<file path="config.mk">
export PLATFORM = sky130hd
export DESIGN_NAME = mem_arbiter_flat
export DESIGN_NICKNAME = d
export VERILOG_FILES = /design/src/rtl/mem_arb_pkg.sv /design/src/rtl/mem_arbiter_if.sv /design/src/rtl/mem_arbiter_rr_pick.sv /design/src/rtl/mem_arbiter.sv /design/src/flat_wrapper.sv
export SDC_FILE = /design/constraint.sdc
export NUM_CORES = 1
export LEC_CHECK = 0
export CELL_PAD_IN_SITES_DETAIL_PLACEMENT = 1
export CELL_PAD_IN_SITES_GLOBAL_PLACEMENT = 2
export CORE_MARGIN = 1
export CORE_UTILIZATION = 24
export DETAILED_ROUTE_END_ITERATION = 7
export PLACE_DENSITY_LB_ADDON = 0.3
export SYNTH_ARGS = -nofsm -noshare
export SYNTH_HDL_FRONTEND = slang
export SYNTH_SLANG_ARGS = --single-unit
</file>
<file path="constraint.sdc">
create_clock -name clk -period 1.95 [get_ports clk]
set_input_delay 0.39 -clock clk [delete_from_list [all_inputs] [get_ports clk]]
set_output_delay 0.39 -clock clk [all_outputs]
set_load 0.01 [all_outputs]
</file>
<file path="src/rtl/mem_arb_pkg.sv">
// Shared encodings for the memory arbiter: FSM states, access op, index width helper.
package mem_arb_pkg;

    typedef enum logic [1:0] {
        IDLE   = 2'd0,
        ISSUE  = 2'd1,
        RDWAIT = 2'd2,
        DONE   = 2'd3
    } arb_state_t;

    typedef enum logic {
        OP_RD = 1'b0,
        OP_WR = 1'b1
    } arb_op_t;

    function automatic int idx_width(int n);
        return (n > 1) ? $clog2(n) : 1;
    endfunction

endpackage

</file>
<file path="src/rtl/mem_arbiter_if.sv">
// Requester-side and RAM-side signals of mem_arbiter; lock exists only with MEM_ARB_LOCK_EN.
interface mem_arbiter_if #(
    parameter int NUM_REQ = 2,
    parameter int AW      = 8,
    parameter int DW      = 8
);
    logic [NUM_REQ-1:0]    rden;
    logic [NUM_REQ-1:0]    wren;
    logic [NUM_REQ*AW-1:0] address;
    logic [NUM_REQ*DW-1:0] din;
    logic [NUM_REQ-1:0]    acq;
    logic [NUM_REQ*DW-1:0] dq;
    logic [AW-1:0]         ram_address;
    logic [DW-1:0]         ram_din;
    logic                  ram_wren;
    logic [DW-1:0]         ram_q;
    logic                  busy;
`ifdef MEM_ARB_LOCK_EN
    logic [NUM_REQ-1:0]    lock;
`endif

    modport master (
`ifdef MEM_ARB_LOCK_EN
        output lock,
`endif
        output rden, wren, address, din, ram_q,
        input  acq, dq, ram_address, ram_din, ram_wren, busy
    );

    modport slave (
`ifdef MEM_ARB_LOCK_EN
        input  lock,
`endif
        input  rden, wren, address, din, ram_q,
        output acq, dq, ram_address, ram_din, ram_wren, busy
    );

endinterface

</file>
<file path="src/rtl/mem_arbiter_rr_pick.sv">
// Combinational round-robin picker: first requesting index at or after ptr, wrapping.
module rr_pick #(
    parameter int NUM_REQ = 2,
    parameter int IW      = 1
) (
    input  logic [NUM_REQ-1:0] req,
    input  logic [IW-1:0]      ptr,
    output logic [IW-1:0]      winner,
    output logic               valid
);

    logic [IW-1:0] idx;

    // Scan from farthest to nearest so the nearest requester is assigned last.
    always_comb begin
        winner = '0;
        valid  = 1'b0;
        idx    = '0;
        for (int k = NUM_REQ - 1; k >= 0; k--) begin
            idx = IW'((int'(ptr) + k) % NUM_REQ);
            if (req[idx]) begin
                winner = idx;
                valid  = 1'b1;
            end
        end
    end

endmodule

</file>
<file path="src/rtl/mem_arbiter.sv">
// Round-robin arbiter sharing one synchronous single-port RAM among NUM_REQ requesters.
// Define MEM_ARB_LOCK_EN to add the lock input for atomic read-modify-write sequences.
module mem_arbiter
    import mem_arb_pkg::*;
#(
    parameter int NUM_REQ = 2,
    parameter int AW      = 8,
    parameter int DW      = 8
) (
    input  logic          clk,
    input  logic          rst_n,
    mem_arbiter_if.slave  bus
);

    // state  | meaning
    // IDLE   | sample requests, latch the winner
    // ISSUE  | drive RAM address/data, write strobe for writes
    // RDWAIT | RAM output valid, capture into winner's dq slice
    // DONE   | acq pulse to winner, advance pointer

    localparam int IW = idx_width(NUM_REQ);

    arb_state_t           state, state_nxt;
    logic [NUM_REQ-1:0]   req;
    logic [IW-1:0]        ptr, win_idx, pick_idx, grant_idx, ptr_inc;
    logic                 pick_valid, grant_valid, hold_ptr;
    logic [AW-1:0]        lat_addr;
    logic [DW-1:0]        lat_din;
    arb_op_t              lat_op;
    logic [NUM_REQ*DW-1:0] dq_r;
    logic [NUM_REQ-1:0]   acq_c;
    logic                 ram_wren_c;
    logic                 busy_c;

    assign req = bus.rden | bus.wren;

    rr_pick #(.NUM_REQ(NUM_REQ), .IW(IW)) u_pick (
        .req    (req),
        .ptr    (ptr),
        .winner (pick_idx),
        .valid  (pick_valid)
    );

`ifdef MEM_ARB_LOCK_EN
    logic locked;
    logic lock_hit;

    // While locked, win_idx still names the lock owner from the last DONE.
    assign lock_hit    = locked & req[win_idx];
    assign grant_valid = lock_hit | pick_valid;
    assign grant_idx   = lock_hit ? win_idx : pick_idx;
    assign hold_ptr    = bus.lock[win_idx];

    always_ff @(posedge clk or negedge rst_n) begin
        if (!rst_n) begin
            locked <= 1'b0;
        end else if (state == DONE) begin
            locked <= bus.lock[win_idx];
        end else if (state == IDLE && locked && !req[win_idx]) begin
            locked <= 1'b0;
        end
    end
`else
    assign grant_valid = pick_valid;
    assign grant_idx   = pick_idx;
    assign hold_ptr    = 1'b0;
`endif

    assign ptr_inc = (win_idx == IW'(NUM_REQ - 1)) ? '0 : win_idx + 1'b1;

    always_ff @(posedge clk or negedge rst_n) begin
        if (!rst_n) begin
            state <= IDLE;
        end else begin
            state <= state_nxt;
        end
    end

    always_comb begin
        state_nxt = state;
        case (state)
            IDLE:    state_nxt = grant_valid ? ISSUE : IDLE;
            ISSUE:   state_nxt = (lat_op == OP_WR) ? DONE : RDWAIT;
            RDWAIT:  state_nxt = DONE;
            DONE:    state_nxt = IDLE;
            default: state_nxt = IDLE;
        endcase
    end

    always_comb begin
        acq_c      = '0;
        ram_wren_c = 1'b0;
        busy_c     = (state != IDLE);
        if (state == DONE) acq_c[win_idx] = 1'b1;
        if (state == ISSUE && lat_op == OP_WR) ram_wren_c = 1'b1;
    end

    always_ff @(posedge clk or negedge rst_n) begin
        if (!rst_n) begin
            ptr      <= '0;
            win_idx  <= '0;
            lat_addr <= '0;
            lat_din  <= '0;
            lat_op   <= OP_RD;
            dq_r     <= '0;
        end else begin
            case (state)
                IDLE: begin
                    if (grant_valid) begin
                        win_idx  <= grant_idx;
                        lat_addr <= bus.address[int'(grant_idx)*AW +: AW];
                        lat_din  <= bus.din[int'(grant_idx)*DW +: DW];
                        lat_op   <= bus.wren[grant_idx] ? OP_WR : OP_RD;
                    end
                end
                RDWAIT: dq_r[int'(win_idx)*DW +: DW] <= bus.ram_q;
                DONE: begin
                    if (!hold_ptr) ptr <= ptr_inc;
                end
                default: ;
            endcase
        end
    end

    // RAM address/data come straight from the latches, so they hold outside ISSUE.
    assign bus.ram_address = lat_addr;
    assign bus.ram_din     = lat_din;
    assign bus.ram_wren    = ram_wren_c;
    assign bus.acq         = acq_c;
    assign bus.dq          = dq_r;
    assign bus.busy        = busy_c;

endmodule
</file>
<file path="src/flat_wrapper.sv">
// flat-port wrapper written by rule: the top's interface ports become plain ports
module mem_arbiter_flat import mem_arb_pkg::*;
#(
    parameter int NUM_REQ = 2,
    parameter int AW      = 8,
    parameter int DW      = 8
)
  (clk, rst_n, bus_rden, bus_wren, bus_address, bus_din, bus_ram_q, bus_acq, bus_dq, bus_ram_address, bus_ram_din, bus_ram_wren, bus_busy);
  mem_arbiter_if #(.NUM_REQ(NUM_REQ), .AW(AW), .DW(DW)) bus_i ();
  input  logic clk;
  input  logic rst_n;
  input wire logic [$bits(bus_i.rden)-1:0] bus_rden;
  input wire logic [$bits(bus_i.wren)-1:0] bus_wren;
  input wire logic [$bits(bus_i.address)-1:0] bus_address;
  input wire logic [$bits(bus_i.din)-1:0] bus_din;
  input wire logic [$bits(bus_i.ram_q)-1:0] bus_ram_q;
  output wire logic [$bits(bus_i.acq)-1:0] bus_acq;
  output wire logic [$bits(bus_i.dq)-1:0] bus_dq;
  output wire logic [$bits(bus_i.ram_address)-1:0] bus_ram_address;
  output wire logic [$bits(bus_i.ram_din)-1:0] bus_ram_din;
  output wire logic [$bits(bus_i.ram_wren)-1:0] bus_ram_wren;
  output wire logic [$bits(bus_i.busy)-1:0] bus_busy;
  assign bus_i.rden = bus_rden;
  assign bus_i.wren = bus_wren;
  assign bus_i.address = bus_address;
  assign bus_i.din = bus_din;
  assign bus_i.ram_q = bus_ram_q;
  assign bus_acq = bus_i.acq;
  assign bus_dq = bus_i.dq;
  assign bus_ram_address = bus_i.ram_address;
  assign bus_ram_din = bus_i.ram_din;
  assign bus_ram_wren = bus_i.ram_wren;
  assign bus_busy = bus_i.busy;
  mem_arbiter #(.NUM_REQ(NUM_REQ), .AW(AW), .DW(DW)) u_core (.clk(clk), .rst_n(rst_n), .bus(bus_i));
endmodule
</file>
==> qor.yml, run 1 <==
final_layout:
  final_cell_mix: "clkdlybuf4s50_1 (76), dfrtp_1 (37), a31oi_1 (17)"
  drive_gt1_share_pct: 15.79
  area_growth_pct: 62.67
  final_cell_area_sq_um: 2786
  n_fill_cell: 775
  instances_no_fill: 324
  layout.nets: 278
  antennaDiodeCount: 0
  final_common_cell: "clkdlybuf4s50_1"
worst_setup_path:
  rr_endpoint: "u_core.bus.dq[1]"
  worstSetupStartpointType: "register"
  critPathTopFamily: "buffers and inverters"
  rrSetupSlack_ns: 0.39
  critPathMaxStageDelay_ns: 0.41
  worstPathArrival_ns: 1.42
  cp_slowest_cell: "dfrtp_1"
  r2r_cells: 4
  path_cells: "inv_1 -> ha_2 -> inv_1 -> dlygate4sd2_1"
  r2r_start: "u_core.state[0]"
  cp-end-kind: "output pin"
  path_class: "register to output pin"
  timing.critical_path.fanout_max: 3
  crit_path_frequent_cell: "inv_1"
  worst_ep_required_time_ns: 1.56
  cp_num_buf_inv: 3
floorplan:
  die_h_um: 86.48
  start_util_pct: 25.07
  dieArea_sq_um: 7479
  core_area_sq_um: 6832
  pin_count: 82
  rows: 30
  die_w_um: 86.48
sta:
  setup_viol: 0
  holdWs_ns: 0.06775
  finClkSkew_ns: 0.009956
  hold_viol_final: 0
  period_share_pct: 93.06
  achievable-frequency_mhz: 551.1
  drv_slew: 0
  layout_min_cycle_time_ns: 1.815
  rsz0062_at_grt: "no"
  fin_tns_setup_ns: 0
  relSlewSlack_pct: 58.93
  tightest_slew_ns: 0.6161
placement:
  dp.cells: 316
  dp_hpwl_mm: 3.735
  placed_cell_area_sq_um: 2684
  routabilityCongestion: 0.6990
  io_buffer_count: 81
cts:
  path_clk_slew_ns: 0.08
  cts.sinks: 37
  cts_setup_buffers: 0
  h-tree-depth: 2
  cts_buffers: 5
  cts_tree: "built"
  worstSkewPairLatency_ns: 0.29
  clk_path_buf_depth: 2
  cts-root-buf: "clkbuf_8"
hold_path:
  hold_class: "primary input to async pin"
routing:
  wire_per_inst_um: 15.74
  dr_total_vias: 1458
  dr.pass1.iters: 4
  vias_per_cell: 4.500
  drtAntennaViolNets: 0
  drt-initial-drc-count: 81
  routed_wl_mm: 5.101
  drc: 0
pwr:
  vdd_drop_max_v: 0.0004285
  p_per_area_nw_per_um2: 1544
  p_leak_nw: 1.143
  fin_total_pwr_mw: 4.302
grt:
  grt_pass1_wl_mm: 8.452
  grt_max_degree: 21
  grtUsageMet2_pct: 24.17
  busiest_layer: "met2"
  grt_use_met3_pct: 3.429
  grt.overflow.total: 0
  grtUsageTotal_pct: 14.76
  grt_pass1_vias: 1609
  gr-usage-met1_pct: 19.93
  antenna_found_initial: 0
synthesis:
  yosys_warnings: 0
  ys_types: 25
  syn_avg_cell_area_sq_um: 12.15
  synth.net_count: 192
  ys_seq_area_share_pct: 54.05
  syn_area_sq_um: 1713
  syn_inst: 141
  synth-seq-cells: 37
outcome:
  status: "finished clean"
job:
  cap_violations: 0
per-stage QoR:
step	utilization, %	setup slack [ns]
finish	40.79	0.1354
global route	40.79	0.03466
detailed placement	39.29	-0.007256
CTS	40.71	0.01303
floorplan	-	0.4854
global placement	39.29	0.03583
cells by family (layout without fill, tap and decap cells):
| logic type | Yosys count | after routing | synth area share, % |
|---|---|---|---|
| compound gates | 57 | 57 | 23.81 |
| simple gates | 13 | 13 | 3.725 |
| mux | 16 | 16 | 10.52 |
| fa+ha+maj | 5 | 5 | 3.652 |
| buf+inv | 13 | 100 | 4.236 |
| flops | 37 | 37 | 54.05 |
power breakdown:
part	switching (mW)	internal [mW]	leakage, nW	total (mW)
Combinational	0.944	1.36	0.664	2.31
Sequential	0.227	1.17	0.425	1.40
Clock	0.276	0.320	0.0542	0.596
Yosys cell counts:
cell type	n	area share (%)
and2_1	2	0.73
o41ai_4	1	1.6
o21bai_1	1	0.44
nor3_1	1	0.29
o21ba_2	1	0.58
ha_1	5	3.7
clkbuf_1	4	0.88
nand2_1	4	0.88
a21oi_2	1	0.51
a21oi_1	1	0.29
nor2_1	3	0.66
buf_4	2	0.88
o31ai_1	2	0.88
inv_1	4	0.88
o21ai_0	16	4.7
or2_1	1	0.37
mux2_2	16	11
buf_2	1	0.29
a2bb2oi_1	16	8.2
nor3b_1	1	0.44
dfrtp_1	37	54
buf_6	2	1.3
a21o_1	1	0.44
nand2b_1	1	0.37
a31oi_1	17	6.2
worst max path at each step:
stage / from / end / slack [ns] / cells after the start
global placement: bus_rden[1] / u_core.bus.ram_address[6] / 0.04 / 4
floorplan: u_core.state[0] / u_core.bus.ram_address[6] / 0.49 / 6
CTS: u_core.state[0] / bus_acq[1] / 0.01 / 3
finish: u_core.state[0] / bus_busy / 0.14 / 4
detailed placement: bus_wren[1] / u_core.bus.ram_din[0] / -0.007 / 4
global route: u_core.state[0] / bus_busy / 0.03 / 4
area by class of cell:
cell class / instances / area [sq um] / area share [%]
clock inverters: 1 / 5.005 / 0.1796
repair buffers: 88 / 907.1 / 32.56
clock buffers: 7 / 96.34 / 3.458
multi-input cells: 91 / 716.9 / 25.73
flip-flops and latches: 37 / 925.9 / 33.23
well taps: 96 / 120.1 / 4.311
inverters: 4 / 15.01 / 0.5388
metal layers:
metal  up-vias  wire (um)
met5         -          0
met4         0         22
met3         3        190
met2        30       2532
met1       723       2355
li1        702          -
registers in the layout, summed over array words and instances (netlist names):
signal	flops
u_core.bus.dq	16
u_core.bus.ram_address	8
u_core.bus.ram_din	8
u_core.lat_op	1
u_core.ptr	1
u_core.state	2
u_core.win_idx	1
timing repair:
item                       CTS  global route
gates cloned                 0             0
setup endpoints to repair    3             2
gates resized for setup      3             2
pin swaps                    0             0
hold buffers                 0             0
worst reg2reg max path, cell delays in order (launching register included):
cell      delay (ns)
dfrtp_1         0.38
inv_1           0.09
ha_1            0.24
nand2b_1        0.35
mux2_2          0.39
Power figures use the tool's default switching activity.
==> run 2, diff against run 1 <==
--- a/config.mk
+++ b/config.mk
@@ -9,6 +9,7 @@
 export CELL_PAD_IN_SITES_GLOBAL_PLACEMENT = 2
 export CORE_MARGIN = 1
 export CORE_UTILIZATION = 24
+export CTS_CLUSTER_SIZE = 16
 export DETAILED_ROUTE_END_ITERATION = 7
 export PLACE_DENSITY_LB_ADDON = 0.3
 export SYNTH_ARGS = -nofsm -noshare
==> results of run 2 <==
The final DEF is identical to that of run 1; final timing and power are the same.
==> run 3, diff against run 2 <==
--- a/config.mk
+++ b/config.mk
@@ -14,4 +14,5 @@
 export PLACE_DENSITY_LB_ADDON = 0.3
 export SYNTH_ARGS = -nofsm -noshare
 export SYNTH_HDL_FRONTEND = slang
+export SYNTH_HIERARCHICAL = 1
 export SYNTH_SLANG_ARGS = --single-unit
==> run 3 against run 2 <==
Against the previous run: design area decreased by 3.4%; first-iteration DRC count fell by 25%; worst hold slack got worse by 0.016 ns; die area decreased by 0.65%; clock skew down 0.0045 ns; combinational power is 9.1% lower; critical path type unchanged.
==> qor.yml, run 3 <==
grt:
  grt.overflow.total: 0
  grt_pass1_vias: 1449
  antenna_found_initial: 0
  grt_pass1_wl_mm: 7.383
  grtUsageTotal_pct: 12.94
  grt_max_degree: 22
pwr:
  p_sw_mw: 1.398
  internal-power_mw: 2.611
  power_frac_seq_pct: 34.6
  p_clk_share_pct: 13.2
  p_sw_share_pct: 34.87
  p_leak_nw: 1.140
  vdd_drop_max_v: 0.0006235
  pwr-share-comb_pct: 52.3
  p_per_area_nw_per_um2: 1490
placement:
  placed_cell_area_sq_um: 2610
  routabilityCongestion: 0.6903
  io_buffer_count: 81
  dp_hpwl_mm: 3.420
  dp.cells: 313
routing:
  dr_total_vias: 1352
  drtAntennaViolNets: 0
  routed_wl_mm: 4.585
  wire_per_inst_um: 14.28
  vias_per_cell: 4.212
  dr.pass1.iters: 4
  drt-initial-drc-count: 61
  drc: 0
sta:
  layout_min_cycle_time_ns: 1.769
  period_share_pct: 90.70
  drv_slew: 0
  finClkSkew_ns: 0.005487
  tightest_slew_ns: 0.4866
  fin_tns_setup_ns: 0
  setup_viol: 0
  rsz0062_at_grt: "no"
  hold_viol_final: 0
  achievable-frequency_mhz: 565.4
  relSlewSlack_pct: 67.56
worst_setup_path:
  cp_slowest_cell: "dfrtp_1"
  critPathMaxStageDelay_ns: 0.42
  timing.critical_path.fanout_max: 3
  worstSetupStartpointType: "register"
  cp-end-kind: "output pin"
  worst_ep_required_time_ns: 1.56
  path_cells: "ha_1 -> and2_1 -> dlygate4sd2_1"
  cp_num_buf_inv: 1
  path_class: "register to output pin"
  critPathTopFamily: "flip-flops"
  worstPathArrival_ns: 1.38
final_layout:
  final_cell_area_sq_um: 2691
  area_growth_pct: 58.16
  regArea_sq_um: 925.9
  antennaDiodeCount: 0
  multiInputGateArea_sq_um: 686.9
  layout.nets: 275
  final_cell_mix: "clkdlybuf4s50_1 (76), dfrtp_1 (37), a21oi_1 (35), mux2i_1 (17), mux2_2 (16)"
  drive_gt1_share_pct: 16.44
  final_common_cell: "clkdlybuf4s50_1"
  largest_reg_flops: 16
  n_fill_cell: 785
  instances_no_fill: 321
synthesis:
  synth.net_count: 189
  ys_seq_area_share_pct: 54.41
  synth_top_family_by_area: "multiplexers"
  synth_compound_gate_area_share_pct: 11.47
  ys_dominant_reg_cell: "dfrtp_1"
  synth-seq-cells: 37
  synth-simple-area-share_pct: 3.529
  synth_mux_area_share_pct: 21.47
  syn_inst: 138
  synth_area_leader_cell: "dfrtp_1"
  ys_top_cells_by_area: "dfrtp_1 (54%), mux2_2 (11%), a21oi_1 (10%)"
  yosys_warnings: 6
  syn_avg_cell_area_sq_um: 12.33
  syn_area_sq_um: 1702
  yosysTopAreaCellShare_pct: 54.41
  synth_adder_area_share_pct: 3.676
  synth_edf_count: 0
  synth_commonest_cells: "dfrtp_1 (37), a21oi_1 (35), mux2i_1 (17)"
  synth_xor_xnor_area_share_pct: 0
  synthArstFlopShare_pct: 100.0
  synth.most_common_cell: "dfrtp_1"
  ys_types: 21
cts:
  cts.sinks: 37
  cts_buffers: 5
  path_clk_slew_ns: 0.08
  worstSkewPairLatency_ns: 0.29
  clk_path_buf_depth: 2
  h-tree-depth: 2
  cts_tree: "built"
  cts_setup_buffers: 0
  cts-root-buf: "clkbuf_8"
floorplan:
  die_w_um: 86.20
  start_util_pct: 24.91
  die_h_um: 86.20
  core_area_sq_um: 6832
  dieArea_sq_um: 7430
  pin_count: 82
  rows: 30
job:
  cap_violations: 0
outcome:
  status: "finished clean"
hold_path:
  hold_class: "primary input to async pin"
-- run 3: worst paths after layout --
path                                      start  cells after the start                   endpoint  slack, ns
worst min register to register       u_core/ptr                      1                 u_core/ptr       0.49
worst max-delay path            u_core/state[0]                      3                 bus_acq[1]       0.18
min in group clk                     u_core/ptr                      1                 u_core/ptr       0.49
worst min-delay path                      rst_n                      1          u_core/bus.dq[14]       0.05
worst max register to register  u_core/state[0]                      4           u_core/bus.dq[7]       0.39
max in group asynchronous                 rst_n                      2  u_core/bus.ram_address[0]       1.27
-- run 3: layout make-up --
class,instances,share of cell area [%]
sequential,37,34.40
timing repair buffer,88,31.71
multi-input combinational,87,25.52
tap,96,4.463
clock buffer,5,2.557
inverter,5,0.6974
clock inverter,3,0.6509
-- run 3: cell families (layout without fill, tap and decap cells) --
kind of cell,Yosys count,in the layout
compound gates,38,38
fa+ha+maj,5,5
mux,34,34
flops,37,37
simple gates,10,10
buf+inv,14,101
-- run 3: layer usage --
layer | vias up | track usage (%) | share of wire, %
li1 | 648 | - | -
met1 | 648 | 17.11 | 48
met2 | 49 | 20.27 | 44
met3 | 7 | 4.000 | 7.7
met4 | 0 | 4.091 | 0.96
met5 | - | 0 | 0
-- run 3: repair_timing --
item | CTS | global route
setup endpoints to repair | 4 | 0
hold buffers | 0 | 0
gates resized for setup | 4 | 0
-- run 3: power by group through the flow --
stage | sequential, mW | combinational (mW) | clock [mW]
floorplan | 1.53 | 0.944 | 0
global placement | 1.39 | 2.12 | 0
detailed placement | 1.40 | 2.15 | 0
CTS | 1.39 | 2.14 | 0.553
global route | 1.44 | 2.29 | 0.582
finish | 1.39 | 2.10 | 0.528
-- run 3: metrics by stage --
stage                     util [%]  hold slack, ns  setup WS [ns]  power (mW)
after global routing         39.40         0.07080        0.06186       4.316
after detailed placement     38.21          0.3807       -0.03917       3.553
after global placement       38.21          0.3821       -0.03415       3.519
final                        39.40         0.05211         0.1814       4.009
after floorplan                  -         0.09441         0.2367       2.473
after CTS                    39.40         0.05820         0.1583       4.084
